File: src/rtl/serial_comp_ctrl.sv
// Sequencer sharing one external 2-bit comparator slice across a WIDTH-bit operand pair.
// Digits are scanned MSB-first; the scan stops at the first unequal digit.
module serial_comp_ctrl #(
   parameter int unsigned WIDTH = 8
) (
   input  logic             clk,
   input  logic             rst,
   input  logic             start,
   input  logic [WIDTH-1:0] a,
   input  logic [WIDTH-1:0] b,
   output logic             busy,
   output logic             done,
   output logic             lt,
   output logic             gt,
   output logic             eq,
   output logic             err,
   output logic [1:0]       cmp_x,
   output logic [1:0]       cmp_y,
   input  logic             cmp_xly,
   input  logic             cmp_xgy,
   input  logic             cmp_xey
);

   localparam int unsigned NDIG = WIDTH / 2;
   localparam int unsigned IW   = (NDIG > 1) ? $clog2(NDIG) : 1;

   typedef enum logic [1:0] {StIdle, StScan, StDone} state_e;

   state_e          state_q;
   logic [WIDTH-1:0] a_q, b_q;
   logic [IW-1:0]    idx_q;
   logic [WIDTH-1:0] a_sh, b_sh;
   logic             onehot;

   assign a_sh = a_q >> {idx_q, 1'b0};
   assign b_sh = b_q >> {idx_q, 1'b0};

   // The slice is only driven while scanning; otherwise it sees zeros.
   always_comb begin
      cmp_x = 2'b00;
      cmp_y = 2'b00;
      if (state_q == StScan) begin
         cmp_x = a_sh[1:0];
         cmp_y = b_sh[1:0];
      end
   end

   always_comb begin
      onehot = 1'b0;
      case ({cmp_xly, cmp_xgy, cmp_xey})
         3'b100, 3'b010, 3'b001: onehot = 1'b1;
         default:                onehot = 1'b0;
      endcase
   end

   always_ff @(posedge clk) begin
      if (rst) begin
         state_q <= StIdle;
         a_q     <= '0;
         b_q     <= '0;
         idx_q   <= '0;
         busy    <= 1'b0;
         done    <= 1'b0;
         lt      <= 1'b0;
         gt      <= 1'b0;
         eq      <= 1'b0;
         err     <= 1'b0;
      end else begin
         case (state_q)
            StIdle: begin
               done <= 1'b0;
               if (start) begin
                  a_q     <= a;
                  b_q     <= b;
                  idx_q   <= IW'(NDIG - 1);
                  lt      <= 1'b0;
                  gt      <= 1'b0;
                  eq      <= 1'b0;
                  err     <= 1'b0;
                  busy    <= 1'b1;
                  state_q <= StScan;
               end
            end
            StScan: begin
               if (!onehot) begin
                  err     <= 1'b1;
                  done    <= 1'b1;
                  state_q <= StDone;
               end else if (cmp_xgy) begin
                  gt      <= 1'b1;
                  done    <= 1'b1;
                  state_q <= StDone;
               end else if (cmp_xly) begin
                  lt      <= 1'b1;
                  done    <= 1'b1;
                  state_q <= StDone;
               end else if (idx_q == '0) begin
                  eq      <= 1'b1;
                  done    <= 1'b1;
                  state_q <= StDone;
               end else begin
                  idx_q <= idx_q - 1'b1;
               end
            end
            StDone: begin
               done    <= 1'b0;
               busy    <= 1'b0;
               state_q <= StIdle;
            end
            default: begin
               done    <= 1'b0;
               busy    <= 1'b0;
               state_q <= StIdle;
            end
         endcase
      end
   end

endmodule

File: config.mk
export PLATFORM = sky130hd
export DESIGN_NAME = serial_comp_ctrl
export DESIGN_NICKNAME = d
export VERILOG_FILES = /design/src/rtl/serial_comp_ctrl.sv
export SDC_FILE = /design/constraint.sdc
export NUM_CORES = 1
export LEC_CHECK = 0
export CORE_MARGIN = 1
export CORE_UTILIZATION = 49
export CTS_BUF_LIST = sky130_fd_sc_hd__clkbuf_4
export DETAILED_ROUTE_END_ITERATION = 7
export GPL_TIMING_DRIVEN = 0
export PLACE_DENSITY = 0.91
export SETUP_SLACK_MARGIN = 0.1
export SYNTH_ARGS = -nofsm -noshare
export SYNTH_HDL_FRONTEND = slang
export SYNTH_SLANG_ARGS = --single-unit
File: constraint.sdc
create_clock -name clk -period 2.25 [get_ports clk]
set_clock_uncertainty 0.05 [all_clocks]
set_input_delay 0.45 -clock clk [delete_from_list [all_inputs] [get_ports clk]]
set_output_delay 0.45 -clock clk [all_outputs]
set_load 0.02 [all_outputs]
==> results of run 1 <==
==> critical path, stage by stage (launching register included) <==
cell,delay [ns]
sky130_fd_sc_hd__dfxtp_2,0.34
sky130_fd_sc_hd__buf_6,0.12
sky130_fd_sc_hd__mux4_2,0.49
sky130_fd_sc_hd__and2_1,0.17
sky130_fd_sc_hd__buf_2,0.15
==> worst paths after layout <==
path / start / to / slack [ns] / cells past startpoint
worst max-delay path: idx_q[1]$_SDFFE_PP0P_ / cmp_x[1] / 0.16 / 4
worst min-delay path: b_q[2]$_SDFFE_PP0P_ / b_q[2]$_SDFFE_PP0P_ / 0.41 / 2
worst max register to register: idx_q[0]$_SDFFE_PP0P_ / idx_q[0]$_SDFFE_PP0P_ / 0.42 / 7
worst min register to register: b_q[2]$_SDFFE_PP0P_ / b_q[2]$_SDFFE_PP0P_ / 0.41 / 2
==> layer usage <==
| metal | part of all wire (%) | vias to the layer above | track usage (%) |
|---|---|---|---|
| met5 | 0 | - | 0 |
| met2 | 50 | 32 | 42.11 |
| li1 | - | 522 | - |
| met1 | 43 | 517 | 27.05 |
| met4 | 1.2 | 0 | 7.207 |
| met3 | 5.1 | 5 | 2.679 |
==> Yosys cell counts <==
master	number	area share, %
sky130_fd_sc_hd__nor2b_1	2	1.1
sky130_fd_sc_hd__o21a_1	1	0.63
sky130_fd_sc_hd__a41oi_1	1	0.74
sky130_fd_sc_hd__buf_6	1	0.95
sky130_fd_sc_hd__nand2_1	32	10
sky130_fd_sc_hd__xor2_2	1	1.4
sky130_fd_sc_hd__a31oi_1	1	0.53
sky130_fd_sc_hd__nor3b_1	2	1.3
sky130_fd_sc_hd__a21oi_2	1	0.74
sky130_fd_sc_hd__nor3b_2	2	2.1
sky130_fd_sc_hd__a21oi_1	19	8.0
sky130_fd_sc_hd__and4_1	1	0.74
sky130_fd_sc_hd__inv_1	5	1.6
sky130_fd_sc_hd__a211oi_1	1	0.63
sky130_fd_sc_hd__o21ai_0	1	0.42
sky130_fd_sc_hd__a311oi_1	1	0.74
sky130_fd_sc_hd__a221oi_2	1	1.3
sky130_fd_sc_hd__nand2b_1	1	0.53
sky130_fd_sc_hd__nor4_2	1	1.1
sky130_fd_sc_hd__clkbuf_2	1	0.42
sky130_fd_sc_hd__nor2_1	5	1.6
sky130_fd_sc_hd__or3b_1	1	0.74
sky130_fd_sc_hd__nor3_1	5	2.1
sky130_fd_sc_hd__and2_1	5	2.6
sky130_fd_sc_hd__mux2i_4	1	1.9
sky130_fd_sc_hd__clkbuf_1	3	0.95
sky130_fd_sc_hd__dfxtp_1	26	44
sky130_fd_sc_hd__or4b_4	1	1.2
sky130_fd_sc_hd__ha_1	1	1.1
sky130_fd_sc_hd__buf_2	4	1.7
sky130_fd_sc_hd__mux4_2	4	7.6
==> state kept, by name, indices dropped and copies added, names as in the netlist <==
register / cells
a_q: 8
b_q: 8
idx_q: 2
state_q: 2
busy: 1
done: 1
eq: 1
err: 1
gt: 1
lt: 1
==> power by group through the flow <==
| stage | Sequential [uW] | Combinational (uW) | Clock (uW) |
|---|---|---|---|
| final | 512 | 239 | 196 |
| after global routing | 516 | 259 | 215 |
| after CTS | 511 | 230 | 197 |
| after detailed placement | 520 | 225 | 0 |
| after global placement | 517 | 216 | 0 |
| after floorplan | 520 | 138 | 0 |
==> per-stage QoR <==
stage | setup TNS, ns | cells | hold WS [ns] | util (%)
floorplan | 0 | 132 | 0.3831 | -
global placement | 0 | 190 | 0.3895 | 67.59
detailed placement | -0.01981 | 190 | 0.3967 | 67.59
CTS | 0 | 194 | 0.4144 | 68.54
global route | 0 | 197 | 0.4318 | 69.64
finish | 0 | 197 | 0.4120 | 69.64
==> cells in the final DEF, fill, tap and decap left out <==
cell | Yosys | layout
sky130_fd_sc_hd__nor3b_2 | 2 | 2
sky130_fd_sc_hd__clkbuf_1 | 3 | 3
sky130_fd_sc_hd__o21ai_0 | 1 | 1
sky130_fd_sc_hd__nor3b_1 | 2 | 2
sky130_fd_sc_hd__clkbuf_2 | 1 | 1
sky130_fd_sc_hd__mux4_2 | 4 | 4
sky130_fd_sc_hd__mux2i_4 | 1 | 1
sky130_fd_sc_hd__a31oi_1 | 1 | 1
sky130_fd_sc_hd__a211oi_1 | 1 | 1
sky130_fd_sc_hd__nand2b_1 | 1 | 1
sky130_fd_sc_hd__and2_1 | 5 | 5
sky130_fd_sc_hd__clkinv_1 | 0 | 1
sky130_fd_sc_hd__nor2b_1 | 2 | 1
sky130_fd_sc_hd__or4b_4 | 1 | 1
sky130_fd_sc_hd__xor2_2 | 1 | 1
sky130_fd_sc_hd__ha_1 | 1 | 1
sky130_fd_sc_hd__dfxtp_1 | 26 | 24
sky130_fd_sc_hd__or3b_1 | 1 | 1
sky130_fd_sc_hd__clkbuf_4 | 0 | 3
sky130_fd_sc_hd__a311oi_1 | 1 | 1
sky130_fd_sc_hd__buf_2 | 4 | 6
sky130_fd_sc_hd__o21a_1 | 1 | 1
sky130_fd_sc_hd__a221oi_2 | 1 | 1
sky130_fd_sc_hd__clkdlybuf4s50_1 | 0 | 26
sky130_fd_sc_hd__a41oi_1 | 1 | 1
sky130_fd_sc_hd__a21oi_1 | 19 | 19
sky130_fd_sc_hd__nor2_1 | 5 | 5
sky130_fd_sc_hd__dfxtp_2 | 0 | 2
sky130_fd_sc_hd__nor2b_2 | 0 | 1
sky130_fd_sc_hd__buf_6 | 1 | 3
sky130_fd_sc_hd__nand2_1 | 32 | 32
sky130_fd_sc_hd__inv_1 | 5 | 5
sky130_fd_sc_hd__a21oi_2 | 1 | 1
sky130_fd_sc_hd__nor3_1 | 5 | 5
sky130_fd_sc_hd__nor4_2 | 1 | 1
sky130_fd_sc_hd__buf_4 | 0 | 3
sky130_fd_sc_hd__and4_1 | 1 | 1
==> repair_timing <==
item,in CTS,in global routing
resized for setup,21,2
buffers inserted,0,3
setup endpoints to repair,4,3
==> logic make-up after synthesis <==
logic type	Yosys count
AND/OR/NAND/NOR	58
buffers and inverters	14
AO/OA/AOI/OAI	27
multiplexers	5
flip-flops	26
XOR/XNOR	1
adder cells (fa/ha/maj)	1
==> area by class of cell <==
cell class | count | area, sq um
Clock buffer | 3 | 22.52
Clock inverter | 1 | 3.754
Multi-Input combinational cell | 92 | 604.3
Buffer | 9 | 60.06
Sequential cell | 26 | 523.0
Fill cell | 186 | 684.4
Inverter | 5 | 18.77
Timing Repair Buffer | 33 | 302.8
Tap cell | 28 | 35.03
==> impl_table.tex, run 1 <==
\begin{tabular}{lr}
\hline
Metric & Value \\
\hline
\multicolumn{2}{l}{\textbf{STA}} \\
Unrepaired setup endpoints after global routing & false \\
Time the final worst path needs with I/O delays and setup & 2.086 ns \\
Max Fclk & 479.5 MHz \\
Rel. slew slack & 70.45\% \\
Share of the clock period used by the worst path & 92.69\% \\
Final worst-path setup slack & roughly 0.16 ns \\
Max Transition Viols Final & 0 \\
Setup violations, final & 0 \\
Worst Tran Pin Value & 0.4432 ns \\
Final count of hold timing violations & 0 \\
\multicolumn{2}{l}{\textbf{Finish}} \\
Share of post-route cells with drive strength above 1 & 18.34\% \\
Number of diodes & 0 \\
Post-synthesis to final-layout area growth & 32.11\% \\
Final \#Nets & 193 \\
Summed area of non-filler cells in the final layout & 0.001570 sq mm \\
\multicolumn{2}{l}{\textbf{Global route}} \\
Overflow after GRT & 0 \\
Aggregate global-route resource usage & 22.74\% \\
Number of global-route vias before repair & 1065 \\
Wire length of the first global-routing pass & 4.436 mm \\
Largest net degree at the start of global routing & 15 \\
Initial antenna violation count & 0 \\
\multicolumn{2}{l}{\textbf{Drt}} \\
Number of antenna-violating nets in the routed design & 0 \\
Drt wl/cell & approximately 14 microns \\
Initial DRC Count & 20 \\
Vias per Instance & roughly 5.5 \\
Final routed DRC violation total & 0 \\
Detailed-route via count & 1076 \\
Final routed wirelength across all metal layers & 2.720 mm \\
Number of iterations in the first detailed-routing pass & 4 \\
\multicolumn{2}{l}{\textbf{CTS}} \\
Source-to-sink clock delay at the later pin of the worst-skew pair & 0.32 ns \\
CTS root buffer & sky130\_fd\_sc\_hd\_\_clkbuf\_4 \\
Clock tree from TritonCTS & built \\
Htree depth & 1 \\
Number of sinks on the clock net & 26 \\
Number of buffers on the longest clock path & 2 \\
Number of buffers created by CTS & 3 \\
Clk pin slew, worst setup/hold paths & 0.12 ns \\
Hold bufs inserted after CTS & 0 \\
\multicolumn{2}{l}{\textbf{Pwr}} \\
Switching power total & between 200 and 300 uW \\
Proportion of power drawn by the clock network & 20.7\% \\
Final Power & 946.9 uW \\
Leakage power figure & 0.0006014 uW \\
Switch share & 27.94\% \\
Cell internal pwr & 682.3 uW \\
Worst IR drop on VDD & 0.0004443 V \\
Ratio of total power to cell area & 603.0 mW/mm\^{}2 \\
Sequential group share of total power & between 50\% and 60\% \\
Share of power burned in combinational logic & 25.2\% \\
\multicolumn{2}{l}{\textbf{Die}} \\
Die span in x & 51.25 microns \\
Placeable Area & 0.002255 sq mm \\
Total Die Area & 0.002627 sq mm \\
Std cell rows & 17 \\
Vertical die dimension & 51.25 microns \\
Number of top-level design ports & 32 \\
Initial Utilization & between 50\% and 60\% \\
\multicolumn{2}{l}{\textbf{Status}} \\
Run status & finished clean \\
\multicolumn{2}{l}{\textbf{Place}} \\
Placed wire-length estimate & about 2 mm \\
Setup Slack @ Placement & -0.01178 ns \\
Number of buffer cells added on primary ports & 30 \\
Global placement routability congestion & just under 0.9 \\
Total cell area at the placement stage & 0.001524 sq mm \\
\multicolumn{2}{l}{\textbf{Synth}} \\
Avg Synthesized Cell Area & 9.005 sq um \\
Post-synthesis instance total & 132 \\
Dominant combinational cell family by area after synthesis & simple AND/OR/NAND/NOR gates \\
Count of cell types in the netlist & 31 \\
Multiplexer share of the synthesized area & a little under a tenth \\
Adder-cell share of the synthesized area & 1.053\% \\
Count of warnings emitted by yosys & 0 \\
Summed instance area of the synthesized netlist & between 0.001 and 0.0015 sq mm \\
Flip-flop and latch count after synthesis & 26 \\
Compound-Gate Fraction of Synth Area & 13.68\% \\
Post-Synth Simple-Gate Area & around 25\% \\
Post-synthesis share of cell area spent on xor and xnor gates & under 10\% \\
Sequential-to-total area share from yosys stat & 43.79\% \\
Syn\_nets & 155 \\
\multicolumn{2}{l}{\textbf{Worst setup path}} \\
Required time worst endpoint & 1.75 ns \\
Critical path start-end classification & register to primary output \\
Max Fanout on Critical Path & 5 \\
Crit start category & register \\
CP Data Arrival Time & around 1.6 ns \\
Crit path capture type & primary output \\
\multicolumn{2}{l}{\textbf{Min path}} \\
Worst min path class & register to register \\
\multicolumn{2}{l}{\textbf{Job}} \\
Total of max-cap violations & 0 \\
\hline
\end{tabular}
No activity file was read; power rests on OpenSTA's default activity.
==> run 2: changes to the inputs <==
- CORE_UTILIZATION: 49 -> 47
- CTS_BUF_LIST: sky130_fd_sc_hd__clkbuf_4 -> unset
- PLACE_DENSITY: 0.91 -> 0.82
==> impl_table.tex, run 2 (synthesis results as in run 1) <==
\begin{tabular}{lr}
\hline
Metric & Value \\
\hline
\multicolumn{2}{l}{\textbf{Global route}} \\
Initial antenna violation count & 0 \\
Overflow after GRT & 0 \\
Number of global-route vias before repair & 1057 \\
Largest net degree at the start of global routing & 15 \\
Wire length of the first global-routing pass & 4.623 mm \\
Aggregate global-route resource usage & 23.08\% \\
\multicolumn{2}{l}{\textbf{STA}} \\
Unrepaired setup endpoints after global routing & false \\
Final worst-path setup slack & 0.1496 ns \\
Rel. slew slack & 69.55\% \\
Share of the clock period used by the worst path & 93.35\% \\
Time the final worst path needs with I/O delays and setup & 2.100 ns \\
Max Fclk & 476.1 MHz \\
Setup\_tns & 0 ns \\
Setup violations, final & 0 \\
Worst Tran Pin Value & $\sim$0.46 ns \\
Final count of hold timing violations & 0 \\
Max Transition Viols Final & 0 \\
\multicolumn{2}{l}{\textbf{Worst setup path}} \\
Endpoint of the most critical setup path & cmp\_x[0] \\
Depth of the worst register-to-register path & 7 \\
Launching point of the worst reg2reg path & idx\_q[0]\$\_SDFFE\_PP0P\_ \\
Required time worst endpoint & 1.75 ns \\
Crit path capture type & primary output \\
Critical path start-end classification & register to primary output \\
Crit-path most repeated cell & sky130\_fd\_sc\_hd\_\_buf\_6 \\
CP Data Arrival Time & between 1.5 and 2 ns \\
FF-to-FF setup slack & 0.43 ns \\
Critical Path, Cell by Cell & buf\_6 -> mux4\_2 -> and2\_4 -> buf\_6 \\
R2r endpoint & idx\_q[0]\$\_SDFFE\_PP0P\_ \\
Crit start category & register \\
Critical Path Start & idx\_q[1]\$\_SDFFE\_PP0P\_ \\
Library cell contributing the largest single delay on the critical path & sky130\_fd\_sc\_hd\_\_mux4\_2 \\
Largest stage delay on the critical path & 0.50 ns \\
Max Fanout on Critical Path & 7 \\
\multicolumn{2}{l}{\textbf{Finish}} \\
Post-synthesis to final-layout area growth & 36.11\% \\
Number of diodes & 0 \\
Biggest registers after layout & a\_q x8, b\_q x8 \\
Summed area of non-filler cells in the final layout & 0.001618 sq mm \\
Leading cell types in the layout, fill and taps excluded & sky130\_fd\_sc\_hd\_\_nand2\_1, sky130\_fd\_sc\_hd\_\_clkdlybuf4s50\_1, sky130\_fd\_sc\_hd\_\_dfxtp\_1 \\
Final \#Nets & 195 \\
Most common cell after layout, fill and taps aside & sky130\_fd\_sc\_hd\_\_nand2\_1 \\
Layout Cells excl Fill & $\sim$200 \\
Share of post-route cells with drive strength above 1 & 21.05\% \\
\multicolumn{2}{l}{\textbf{Place}} \\
Setup Slack @ Placement & 0.02824 ns \\
Global placement routability congestion & 0.8835 \\
Placed Cells incl. Taps & 190 \\
Total cell area at the placement stage & 0.001524 sq mm \\
Number of buffer cells added on primary ports & 30 \\
Placed wire-length estimate & 1.939 mm \\
\multicolumn{2}{l}{\textbf{Die}} \\
Number of top-level design ports & 32 \\
Total Die Area & 0.002734 sq mm \\
Std cell rows & 17 \\
Die span in x & 52.29 microns \\
Initial Utilization & about half \\
Placeable Area & between 0.002 and 0.0025 sq mm \\
Vertical die dimension & between 50 and 60 microns \\
\multicolumn{2}{l}{\textbf{Pwr}} \\
Worst IR drop on VDD & 0.0005891 V \\
Final Power & between 1000 and 1500 uW \\
Leakage power figure & 0.0006231 uW \\
Ratio of total power to cell area & 621.6 mW/mm\^{}2 \\
\multicolumn{2}{l}{\textbf{CTS}} \\
Htree depth & 1 \\
Number of sinks on the clock net & 26 \\
Source-to-sink clock delay at the later pin of the worst-skew pair & 0.33 ns \\
Number of buffers created by CTS & 3 \\
CTS root buffer & sky130\_fd\_sc\_hd\_\_clkbuf\_4 \\
Clock tree from TritonCTS & built \\
Hold bufs inserted after CTS & 0 \\
Number of buffers on the longest clock path & 2 \\
Clk pin slew, worst setup/hold paths & between 0.1 and 0.15 ns \\
\multicolumn{2}{l}{\textbf{Drt}} \\
Vias per Instance & roughly 5.4 \\
Detailed-route via count & 1070 \\
Final routed wirelength across all metal layers & 2.709 mm \\
Number of antenna-violating nets in the routed design & 0 \\
Number of iterations in the first detailed-routing pass & 4 \\
Final routed DRC violation total & 0 \\
Drt wl/cell & 13.61 microns \\
Initial DRC Count & 28 \\
\multicolumn{2}{l}{\textbf{Job}} \\
Total of max-cap violations & 0 \\
\multicolumn{2}{l}{\textbf{Min path}} \\
Worst min path class & register to register \\
\multicolumn{2}{l}{\textbf{Status}} \\
Run status & finished clean \\
\hline
\end{tabular}
-- run 2: critical path: cells and delay by family, from the launching register on --
| family | cells | cell delay [ns] |
|---|---|---|
| buffers and inverters | 2 | 0.24 |
| and+or+nand+nor | 1 | 0.17 |
| DFF | 1 | 0.35 |
| muxes | 1 | 0.50 |
-- run 2: layout make-up --
type / instances / area, sq um
Buffer: 9 / 60.06
Clock buffer: 4 / 36.28
Fill cell: 197 / 679.4
Inverter: 5 / 18.77
Multi-Input combinational cell: 92 / 614.3
Sequential cell: 26 / 523.0
Tap cell: 28 / 35.03
Timing Repair Buffer: 35 / 330.3
-- run 2: what timing repair did --
action	CTS	global route
gates resized for setup	22	8
setup endpoints to repair	4	4
setup buffers	0	5
-- run 2: stage by stage --
step	hold slack, ns	utilization [%]
after floorplan	0.3831	-
after global placement	0.3904	66.34
after detailed placement	0.3956	66.34
after CTS	0.4144	67.76
after global routing	0.4376	70.42
final	0.4134	70.42
-- run 2: how the worst min path moves through the flow --
stage | startpoint | end | cells after the start
after global routing | b_q[5]$_SDFFE_PP0P_ | b_q[5]$_SDFFE_PP0P_ | 2
after detailed placement | b_q[5]$_SDFFE_PP0P_ | b_q[5]$_SDFFE_PP0P_ | 2
after floorplan | a_q[2]$_SDFFE_PP0P_ | a_q[2]$_SDFFE_PP0P_ | 2
after CTS | b_q[5]$_SDFFE_PP0P_ | b_q[5]$_SDFFE_PP0P_ | 2
final | b_q[5]$_SDFFE_PP0P_ | b_q[5]$_SDFFE_PP0P_ | 2
after global placement | b_q[3]$_SDFFE_PP0P_ | b_q[3]$_SDFFE_PP0P_ | 2
-- run 2: per-layer routing --
| layer | vias to the layer above | wire length, microns | track usage [%] |
|---|---|---|---|
| met2 | 37 | 1297 | 40.30 |
| met4 | 0 | 12 | 6.579 |
| met3 | 2 | 191 | 6.957 |
| met1 | 503 | 1207 | 26.94 |
| li1 | 528 | - | - |
| met5 | - | 0 | 0 |
-- run 2: power breakdown --
group	leakage, uW	internal (uW)	total [uW]	switching (uW)
clock network	0.0000210	99.3	245	146
logic	0.000388	133	248	115
registers	0.000214	493	512	19.5
